## src/rtl/alu_pkg.sv

```systemverilog
// alu_pkg: shared collector states, opcode width/count and the ALU opcode set
package alu_pkg;

    localparam int OPW    = 3;
    localparam int OP_CNT = 6;

    typedef enum logic [1:0] {
        GET_OP = 2'd0,
        GET_A  = 2'd1,
        GET_B  = 2'd2,
        ISSUE  = 2'd3
    } state_e;

    typedef enum logic [OPW-1:0] {
        OP_ADD = 3'd0,
        OP_SUB = 3'd1,
        OP_AND = 3'd2,
        OP_OR  = 3'd3,
        OP_XOR = 3'd4,
        OP_SHL = 3'd5
    } alu_op_e;

endpackage

```

## src/rtl/alu_frame_reg.sv

```systemverilog
// alu_frame_reg: opcode / operand A / operand B capture registers with per-field load enables
module alu_frame_reg #(
    parameter int w   = 8,
    parameter int opw = 3
) (
    input  logic           clk,
    input  logic           rst,
    input  logic           i_ld_op,
    input  logic           i_ld_a,
    input  logic           i_ld_b,
    input  logic [w-1:0]   i_d,
    output logic [opw-1:0] o_op,
    output logic [w-1:0]   o_a,
    output logic [w-1:0]   o_b
);

    logic [opw-1:0] r_op;
    logic [w-1:0]   r_a;
    logic [w-1:0]   r_b;

    // each field loads only on its own enable, so fields hold between frames
    always_ff @(posedge clk or negedge rst) begin
        if (!rst) begin
            r_op <= '0;
            r_a  <= '0;
            r_b  <= '0;
        end else begin
            if (i_ld_op) r_op <= i_d[opw-1:0];
            if (i_ld_a)  r_a  <= i_d;
            if (i_ld_b)  r_b  <= i_d;
        end
    end

    assign o_op = r_op;
    assign o_a  = r_a;
    assign o_b  = r_b;

endmodule

```

## src/rtl/alu_operand_collector.sv

```systemverilog
// alu_operand_collector: gathers opcode/A/B stream words into frames for the ALU.
// Optional opcode rejection (err pulse) is enabled by defining ALU_OPCODE_CHECK_EN.
module alu_operand_collector
    import alu_pkg::*;
#(
    parameter int w      = 8,
    parameter int opw    = OPW,
    parameter int op_cnt = OP_CNT
) (
    input  logic           clk,
    input  logic           rst,
    input  logic           valid_in,
    input  logic [w-1:0]   in,
    output logic           ready_in,
    output logic           valid_out,
    input  logic           ready_out,
    output logic [opw-1:0] op,
    output logic [w-1:0]   a,
    output logic [w-1:0]   b,
    output logic [7:0]     frame_cnt,
    output logic           err
);

`ifdef ALU_OPCODE_CHECK_EN
    localparam bit CHECK = 1'b1;
`else
    localparam bit CHECK = 1'b0;
`endif

    localparam logic [opw:0] OP_LIM = op_cnt[opw:0];

    state_e     r_state;
    state_e     w_next;
    logic [7:0] r_frame_cnt;
    logic       r_err;
    logic       w_xfer_in;
    logic       w_xfer_out;
    logic       w_op_ok;
    logic       w_ld_op;
    logic       w_ld_a;
    logic       w_ld_b;

    assign ready_in   = (r_state != ISSUE);
    assign valid_out  = (r_state == ISSUE);
    assign w_xfer_in  = valid_in & ready_in;
    assign w_xfer_out = valid_out & ready_out;
    assign w_op_ok    = !CHECK || ({1'b0, in[opw-1:0]} < OP_LIM);

    // state register
    always_ff @(posedge clk or negedge rst) begin
        if (!rst) r_state <= GET_OP;
        else      r_state <= w_next;
    end

    // next state and field load enables; a rejected opcode is consumed without advancing
    always_comb begin
        w_next  = r_state;
        w_ld_op = 1'b0;
        w_ld_a  = 1'b0;
        w_ld_b  = 1'b0;
        case (r_state)
            GET_OP: if (w_xfer_in && w_op_ok) begin
                w_ld_op = 1'b1;
                w_next  = GET_A;
            end
            GET_A: if (w_xfer_in) begin
                w_ld_a = 1'b1;
                w_next = GET_B;
            end
            GET_B: if (w_xfer_in) begin
                w_ld_b = 1'b1;
                w_next = ISSUE;
            end
            ISSUE: if (w_xfer_out) w_next = GET_OP;
            default: w_next = GET_OP;
        endcase
    end

    // issued-frame counter, wraps naturally at 8 bits
    always_ff @(posedge clk or negedge rst) begin
        if (!rst)            r_frame_cnt <= '0;
        else if (w_xfer_out) r_frame_cnt <= r_frame_cnt + 8'd1;
    end

    // one-cycle pulse after an opcode word is rejected; never set when checking is off
    always_ff @(posedge clk or negedge rst) begin
        if (!rst) r_err <= 1'b0;
        else      r_err <= w_xfer_in && (r_state == GET_OP) && !w_op_ok;
    end

    alu_frame_reg #(.w(w), .opw(opw)) u_frame (
        .clk    (clk),
        .rst    (rst),
        .i_ld_op(w_ld_op),
        .i_ld_a (w_ld_a),
        .i_ld_b (w_ld_b),
        .i_d    (in),
        .o_op   (op),
        .o_a    (a),
        .o_b    (b)
    );

    assign frame_cnt = r_frame_cnt;
    assign err       = r_err;

endmodule
```

## config.mk

```make
export PLATFORM = sky130hd
export DESIGN_NAME = alu_operand_collector
export DESIGN_NICKNAME = d
export VERILOG_FILES = /design/src/rtl/alu_pkg.sv /design/src/rtl/alu_frame_reg.sv /design/src/rtl/alu_operand_collector.sv
export SDC_FILE = /design/constraint.sdc
export NUM_CORES = 1
export LEC_CHECK = 0
export ABC_AREA = 0
export CAP_MARGIN = 10
export CORE_UTILIZATION = 35
export CTS_CLUSTER_DIAMETER = 150
export DETAILED_ROUTE_END_ITERATION = 8
export PLACE_DENSITY = 0.62
export SETUP_SLACK_MARGIN = 0.4
export SLEW_MARGIN = 15
export SYNTH_ARGS = -nofsm -noshare
export SYNTH_HDL_FRONTEND = slang
export SYNTH_SLANG_ARGS = --single-unit
```

## constraint.sdc

```tcl
create_clock -name clk -period 1.5 [get_ports clk]
set_clock_uncertainty 0.15 [all_clocks]
set_input_delay 0.15 -clock clk [delete_from_list [all_inputs] [get_ports clk]]
set_output_delay 0.15 -clock clk [all_outputs]
set_load 0.05 [all_outputs]
```

; ---- After elaboration in Yosys (flattened, before gate mapping)
; Cells that the tools add are included.
[totals]
reg_bits = 29
out_inout_bits = 30
wordCells = 27
[classes]
n_reduce_logical = 2
bitwise = 2
add_sub_neg = 1
n_mux = 9
n_eq_ne = 8
[ops]
columns = operator, count
row1 = "8-bit by 1-bit adder with 8-bit output, second input constant", 1
row2 = 2-bit 2-to-1 mux, 4
row3 = "2-bit inequality test, second input constant", 4
row4 = 2-bit case mux with 4 select lines, 1
row5 = "2-bit == test, second input constant", 2
row6 = 1-bit 2-to-1 mux, 4
row7 = 4-bit AND reduction, 1
row8 = 1-bit bitwise AND, 2
row9 = "2-bit by 1-bit == test with 1-bit output, second input constant", 1
row10 = 2-bit zero test, 1
row11 = "2-bit by 1-bit inequality test with 1-bit output, second input constant", 1

; ---- Depth between registers and ports, before layout
; Gate-level depths: netlist (run 1).
[depth]
ltp_word = 4
depth_mapped = 5
depth_no_buf = 5

; ---- Modules after synthesis
; Synthesis (run 1) repeated with hierarchy kept, for this count alone.
[hier_totals]
cells_unflattened = 95
area_unflattened_um2 = 1353.8
[by_module_without_submodules]
columns = mod, n_inst, cells_per_inst, area_per_inst_um2
row1 = alu_frame_reg, 1, 40, 772.0
row2 = alu_operand_collector, 1, 55, 581.8

; ---- Worst setup path before layout (run 1)
; No wires, ideal clock.
[synth_path]
path_type = register -> register
from = reg r_state[0]
to = reg r_state[1]
t_required_ns = 1.225
period_less_slack_ns = 1.851
t_arrival_ns = 1.575
slack_ns = -0.351
n_path_buf = 0
setup_ns = 0.125
path_stages_with_launch = 5
path_cell_list = dfrtp_1 > ha_1 > nor2b_1 > o221a_4 > mux2_4
[synth_between]
elab_chain_cells = 4
elab_cells_between_ends = 13
cone_classes = 8 x eq/ne / 1 x mux / 2 x bitwise / 2 x reduce/logical
[synth_lines]
columns = element, line
row1 = start: declaration, alu_operand_collector.sv:32  ; state_e r_state;
row2 = start signal: assignment, alu_operand_collector.sv:52  ; else r_state <= w_next;
row3 = 2-bit == test (*), alu_operand_collector.sv:44  ; assign valid_out = (r_state == ISSUE);
row4 = net valid_out, alu_operand_collector.sv:15  ; output logic valid_out,
row5 = 1-bit bitwise AND, alu_operand_collector.sv:46  ; assign w_xfer_out = valid_out & ready_out;
row6 = 2-bit by 1-bit inequality test with 1-bit output (no source line), -
row7 = 4-bit AND reduction (no source line), -
; The timed path passes the listed nets; every way through them passes the cells marked *.
; A chain may end at the register's enable or synchronous reset.

; ---- Worst setup path in the final report (run 1)
[layout_path]
from = reg r_state[1]
to = reg r_state[1]
[layout_between]
elab_chain_cells = 4
elab_cells_between_ends = 13
cone_classes = 8 x eq/ne / 1 x mux / 2 x bitwise / 2 x reduce/logical
[layout_lines]
columns = element, line
row1 = 2-bit inequality test / 2-bit == test (equally long branches), "alu_operand_collector.sv:43, alu_operand_collector.sv:44, alu_operand_collector.sv:61"
row2 = 1-bit bitwise AND (on tied branches), "alu_operand_collector.sv:45, alu_operand_collector.sv:46"
row3 = 2-bit inequality test (no source line) / 2-bit by 1-bit inequality test with 1-bit output (equally long branches), -
row4 = 4-bit AND reduction (no source line), -
; Parallel ways exist; a longest one is shown, timed or not.

==> impl_metrics.csv, run 1 <==
group,metric,value,unit
global_routing,use_met1,17.8,%
die,dieArea,3900,um^2
place,post-place-ws,-122,ps
yosys,ys.warnings.count,0,
yosys,ys_types,23,
global_routing,track_usage,15.5,%
die,core_area,3420,um^2
die,die_h,62.4,um
timing,fmax,618,MHz
finish,fin_util,69.1,%
flow_run,drv_cap,0,
worst_setup_path,r2r_start,"r_state[1]",
yosys,syn_area_per_cell,14.1,um^2
yosys,yosysSeqAreaShare,56.8,%
finish,fin_nets,175,
finish,multiInputGateArea,638,um^2
yosys,netlist_area,1280,um^2
global_routing,grt_pass1_vias,984,
timing,drv_slew,0,
timing,finalCritPeriodShare,108,%
finish,fin_area,2360,um^2
worst_setup_path,critical_path_class,"reg -> reg",
place,portBuffers,40,
worst_setup_path,critical_path.max_fanout,5,
die,io_pins,42,
timing,rsz0062_at_grt,"true",
global_routing,grtUsageMet2,26.0,%
drt,wl_per_cell,13.4,um
drt,via_count,915,
timing,layout_setup_ws,-119,ps
finish,diodes,0,
finish,fill_cells,241,
clock_tree,cts_tree,"built",
worst_setup_path,rrSetupSlack,-120,ps
yosys,synth_edf_count,0,
global_routing,grt_max_degree,30,
drt,ant_nets,0,
worst_setup_path,reg2reg_to,"r_state[1]",
finish,drive_gt1_share,69.2,%
place,place.gp.congestion,0.660,
worst_setup_path,worstSetupEndpoint,"r_state[1]",
drt,route.detailed.drc,0,
clock_tree,clk_pin_slew,80,ps
place,dp_hpwl,1970,um
finish,area_delta_synth_final,84.5,%
global_routing,antenna_found_initial,0,
worst_setup_path,r2r_cells,5,
yosys,ys.flop_type,"dfrtp_1",
timing,min_period,1620,ps
drt,drtIter0Drc,6,
finish,final_cells,202,
timing,finalSetupViolCount,24,
global_routing,grt_pass1_wl,4520,um
clock_tree,ctsHtreeMaxLevel,2,
hold_path,hp-class,"in -> async",
global_routing,use_met3,3.47,%
worst_setup_path,critPathLaunchType,"register",
clock_tree,cts_root_buffer,"clkbuf_4",
worst_setup_path,crit_required,1560,ps
place,placedInstanceArea,2150,um^2
timing,final_hold_viol_count,0,
run_status,status,"finished with violations",
place,placed_cells,183,
worst_setup_path,cp-startpoint,"r_state[1]",
yosys,synthCells,91,
drt,vias_per_cell,4.53,
die,die_x,62.4,um
drt,drt-pass1-iter-count,2,
worst_setup_path,critPathArrivalTime,1680,ps
clock_tree,clock_latency,320,ps
clock_tree,cts.path.max_buffers,2,
die,start_util,37.4,%
clock_tree,postCtsHoldBufs,0,
yosys,synth_seq_cells,29,
clock_tree,numCtsBuffers,5,
global_routing,grt_busiest_layer,"met2",
drt,wl,2700,um
die,rows,21,
finish,regArea,736,um^2
run_status,failed_checks,"setup timing",
clock_tree,numClockSinks,29,
worst_setup_path,end_kind,"register",
yosys,async_flop_share,100,%
yosys,syn_nets,110,
global_routing,grt_remaining_overflow,0,
## per-layer routing
metal / up-vias / part of all wire (%)
li1: 434 / -
met1: 454 / 39
met2: 20 / 55
met3: 7 / 3.7
met4: 0 / 2.1
met5: - / 0
## repair_timing
| action | 4_1_cts | 5_1_grt |
|---|---|---|
| pin swaps | 7 | 3 |
| buffers inserted | 9 | 3 |
| resized for setup | 14 | 3 |
| setup endpoints to repair | 58 | 58 |
## worst min path at each step
| stage | endpoint | slack [ps] |
|---|---|---|
| detailed placement | frame_cnt[3] | 360 |
| CTS | frame_cnt[0] | 60 |
| global placement | frame_cnt[3] | 360 |
| finish | frame_cnt[0] | 50 |
| global route | u_frame.o_a[4] | 90 |
| floorplan | frame_cnt[0] | -300 |
## kinds of logic (layout without fill, tap and decap cells)
family          Yosys count  count (layout)  share of synthesized area [%]
simple gates             18              18                           7.93
mux                      21              21                           18.8
fa+ha+maj                 7               7                           6.85
compound gates            3               3                           2.84
buf+inv                   5              70                           1.76
other cells               1               1                          0.293
flops                    29              29                           56.8
xor+xnor                  7               7                           4.79
## cells in the final DEF (no fill, tap or decap), types with 3 or more instances in the layout
cell type / Yosys / final
nand2_1: 6 / 3
buf_6: 0 / 6
mux2_2: 20 / 19
ha_2: 0 / 3
xnor2_1: 5 / 3
buf_12: 0 / 29
clkbuf_4: 0 / 5
buf_4: 1 / 13
dfrtp_1: 29 / 21
nand2_2: 2 / 4
dfrtp_2: 0 / 8
clkdlybuf4s50_1: 0 / 11
ha_4: 0 / 3
## cells in the mapped netlist, types with 2 or more instances
library cell / number / share of area [%]
xnor2_1: 5 / 3.4
xor2_1: 2 / 1.4
nor2_1: 2 / 0.59
inv_1: 4 / 1.2
dfrtp_1: 29 / 57
nand2_2: 2 / 0.98
mux2_2: 20 / 18
nand2_1: 6 / 1.8
ha_1: 7 / 6.8
## stage by stage
step	setup TNS [ps]	hold WS, ps
floorplan	-60.4	-296
global placement	-1590	359
detailed placement	-1990	361
CTS	-2420	63.9
global route	-3560	86.9
finish	-1980	49.7
## flip-flops by register name (all words and copies together), names as in the netlist
signal,count
frame_cnt,8
r_state,2
u_frame.o_a,8
u_frame.o_b,8
u_frame.o_op,3
## critical path: stages, from the launching register on
cell and delay [ps]:
dfrtp_2 480, inv_2 90, ha_2 190, nor2_2 50, o221a_4 260, mux2_4 290
## final cells by class
type                    count  area share, %
clock buffers               7           2.33
inverters                   4          0.742
multi-input cells          57           27.0
flip-flops and latches     29           31.2
well taps                  46           2.44
repair buffers             59           36.3
Power of run 1 is not shown: default switching activity piles up to over one toggle a cycle in this logic, so the estimate is an artifact.
==> run 2, diff against run 1 <==
Settings changed: CELL_PAD_IN_SITES_DETAIL_PLACEMENT from default to 1, CELL_PAD_IN_SITES_GLOBAL_PLACEMENT from default to 1, CORE_UTILIZATION 35 to 32, PLACE_DENSITY 0.62 to default, PLACE_DENSITY_LB_ADDON from default to 0.25.
==> impl_metrics.csv, run 2 (same netlist as run 1, synthesis figures left out) <==
group,metric,value,unit
drt,wl,3570,um
finish,area_delta_synth_final,94.7,%
drt,via_count,950,
flow_run,drv_cap,0,
worst_setup_path,end_kind,"register",
timing,min_period,1700,ps
global_routing,antenna_found_initial,0,
finish,final_common_cell,"buf_12",
worst_setup_path,critPathArrivalTime,1720,ps
clock_tree,cts_tree,"built",
finish,drive_gt1_share,70.7,%
place,dp_hpwl,2220,um
clock_tree,cts.path.max_buffers,2,
global_routing,grt_max_degree,30,
timing,rsz0062_at_grt,"true",
clock_tree,numClockSinks,29,
drt,drt-pass1-iter-count,2,
clock_tree,clk_pin_slew,60,ps
global_routing,grt_pass1_vias,1003,
finish,regArea,734,um^2
timing,final_hold_viol_count,0,
die,die_x,65.2,um
worst_setup_path,r2r_start,"r_state[0]",
drt,ant_nets,0,
finish,multiInputGateArea,709,um^2
hold_path,hp-class,"in -> async",
global_routing,track_usage,17.3,%
place,portBuffers,40,
drt,vias_per_cell,4.63,
worst_setup_path,critPathLaunchType,"register",
clock_tree,cts_root_buffer,"clkbuf_8",
finish,fill_cells,341,
worst_setup_path,reg2reg_to,"r_state[1]",
die,core_area,3740,um^2
die,start_util,34.2,%
worst_setup_path,r2r_cells,4,
run_status,status,"finished with violations",
timing,drv_slew,0,
global_routing,grt_remaining_overflow,0,
worst_setup_path,rrSetupSlack,-200,ps
timing,fmax,587,MHz
place,placedInstanceArea,2130,um^2
finish,fin_nets,175,
clock_tree,postCtsHoldBufs,0,
die,io_pins,42,
finish,final_cell_mix,"30 x buf_12, 22 x dfrtp_1, 19 x mux2_2",
global_routing,grt_pass1_wl,5210,um
finish,fin_area,2490,um^2
clock_tree,numCtsBuffers,5,
clock_tree,ctsHtreeMaxLevel,2,
drt,route.detailed.drc,0,
drt,drtIter0Drc,19,
drt,wl_per_cell,17.4,um
die,die_h,65.2,um
worst_setup_path,critical_path_class,"reg -> reg",
die,dieArea,4250,um^2
finish,diodes,0,
run_status,failed_checks,"setup timing",
die,rows,22,
timing,layout_setup_ws,-204,ps
timing,finalSetupViolCount,23,
clock_tree,clock_latency,280,ps
worst_setup_path,critical_path.max_fanout,4,
worst_setup_path,crit_required,1520,ps
finish,fin_util,66.5,%
place,place.gp.congestion,0.757,
timing,finalCritPeriodShare,114,%
[run 2: cell types whose count changed in the layout (fill, tap and decap cells not counted), sizes merged]
cell / previous run / this run
clkinv: 0 / 1
[run 2: metal layers]
metal / global-route usage, % / share of wire (%) / routed length (um)
met3: 4.69 / 3.4 / 123
met5: 0 / 0 / 0
met1: 19.2 / 37 / 1320
met2: 29.6 / 58 / 2080
met4: 9.78 / 1.4 / 49
[run 2: worst max-delay path by stage]
stage	from	endpoint	slack (ps)	depth (start not counted)
finish	r_state[0]	r_state[1]	-200	4
global route	r_state[0]	r_state[1]	-240	4
global placement	r_state[1]	r_state[1]	-100	5
floorplan	r_state[1]	r_state[1]	-60	5
detailed placement	r_state[0]	r_state[1]	-150	5
CTS	r_state[0]	r_state[1]	-150	5
[run 2: metrics by stage]
step           std cells  TNS [ps]  setup WS [ps]  hold slack (ps)
2_1_floorplan         91     -60.4          -60.4             -296
3_3_place_gp         182     -1580          -98.7              356
3_5_place_dp         182     -2350           -155              364
4_1_cts              198     -2350           -146              108
5_1_grt              205     -4100           -241              134
6_report             205     -2780           -204              110
[run 2: area by class of cell]
| class | count | area share, % |
|---|---|---|
| multi-input combinational | 57 | 28.5 |
| timing repair buffer | 59 | 34.7 |
| inverter | 4 | 0.804 |
| clock inverter | 1 | 0.201 |
| tap | 48 | 2.41 |
| sequential | 29 | 29.5 |
| clock buffer | 7 | 3.87 |
[run 2: worst max-delay path: stages (launching register included)]
cell     delay, ps
dfrtp_2        490
ha_4           200
nor2b_4        230
o221a_4        230
mux2_4         290
[run 2: what timing repair did]
item	CTS	global route
hold endpoints to repair	0	0
setup buffers	8	7
endpoints found under the setup margin	58	58
pin swaps	7	8
resized for setup	14	14
Power of run 2 is left out for the same reason.
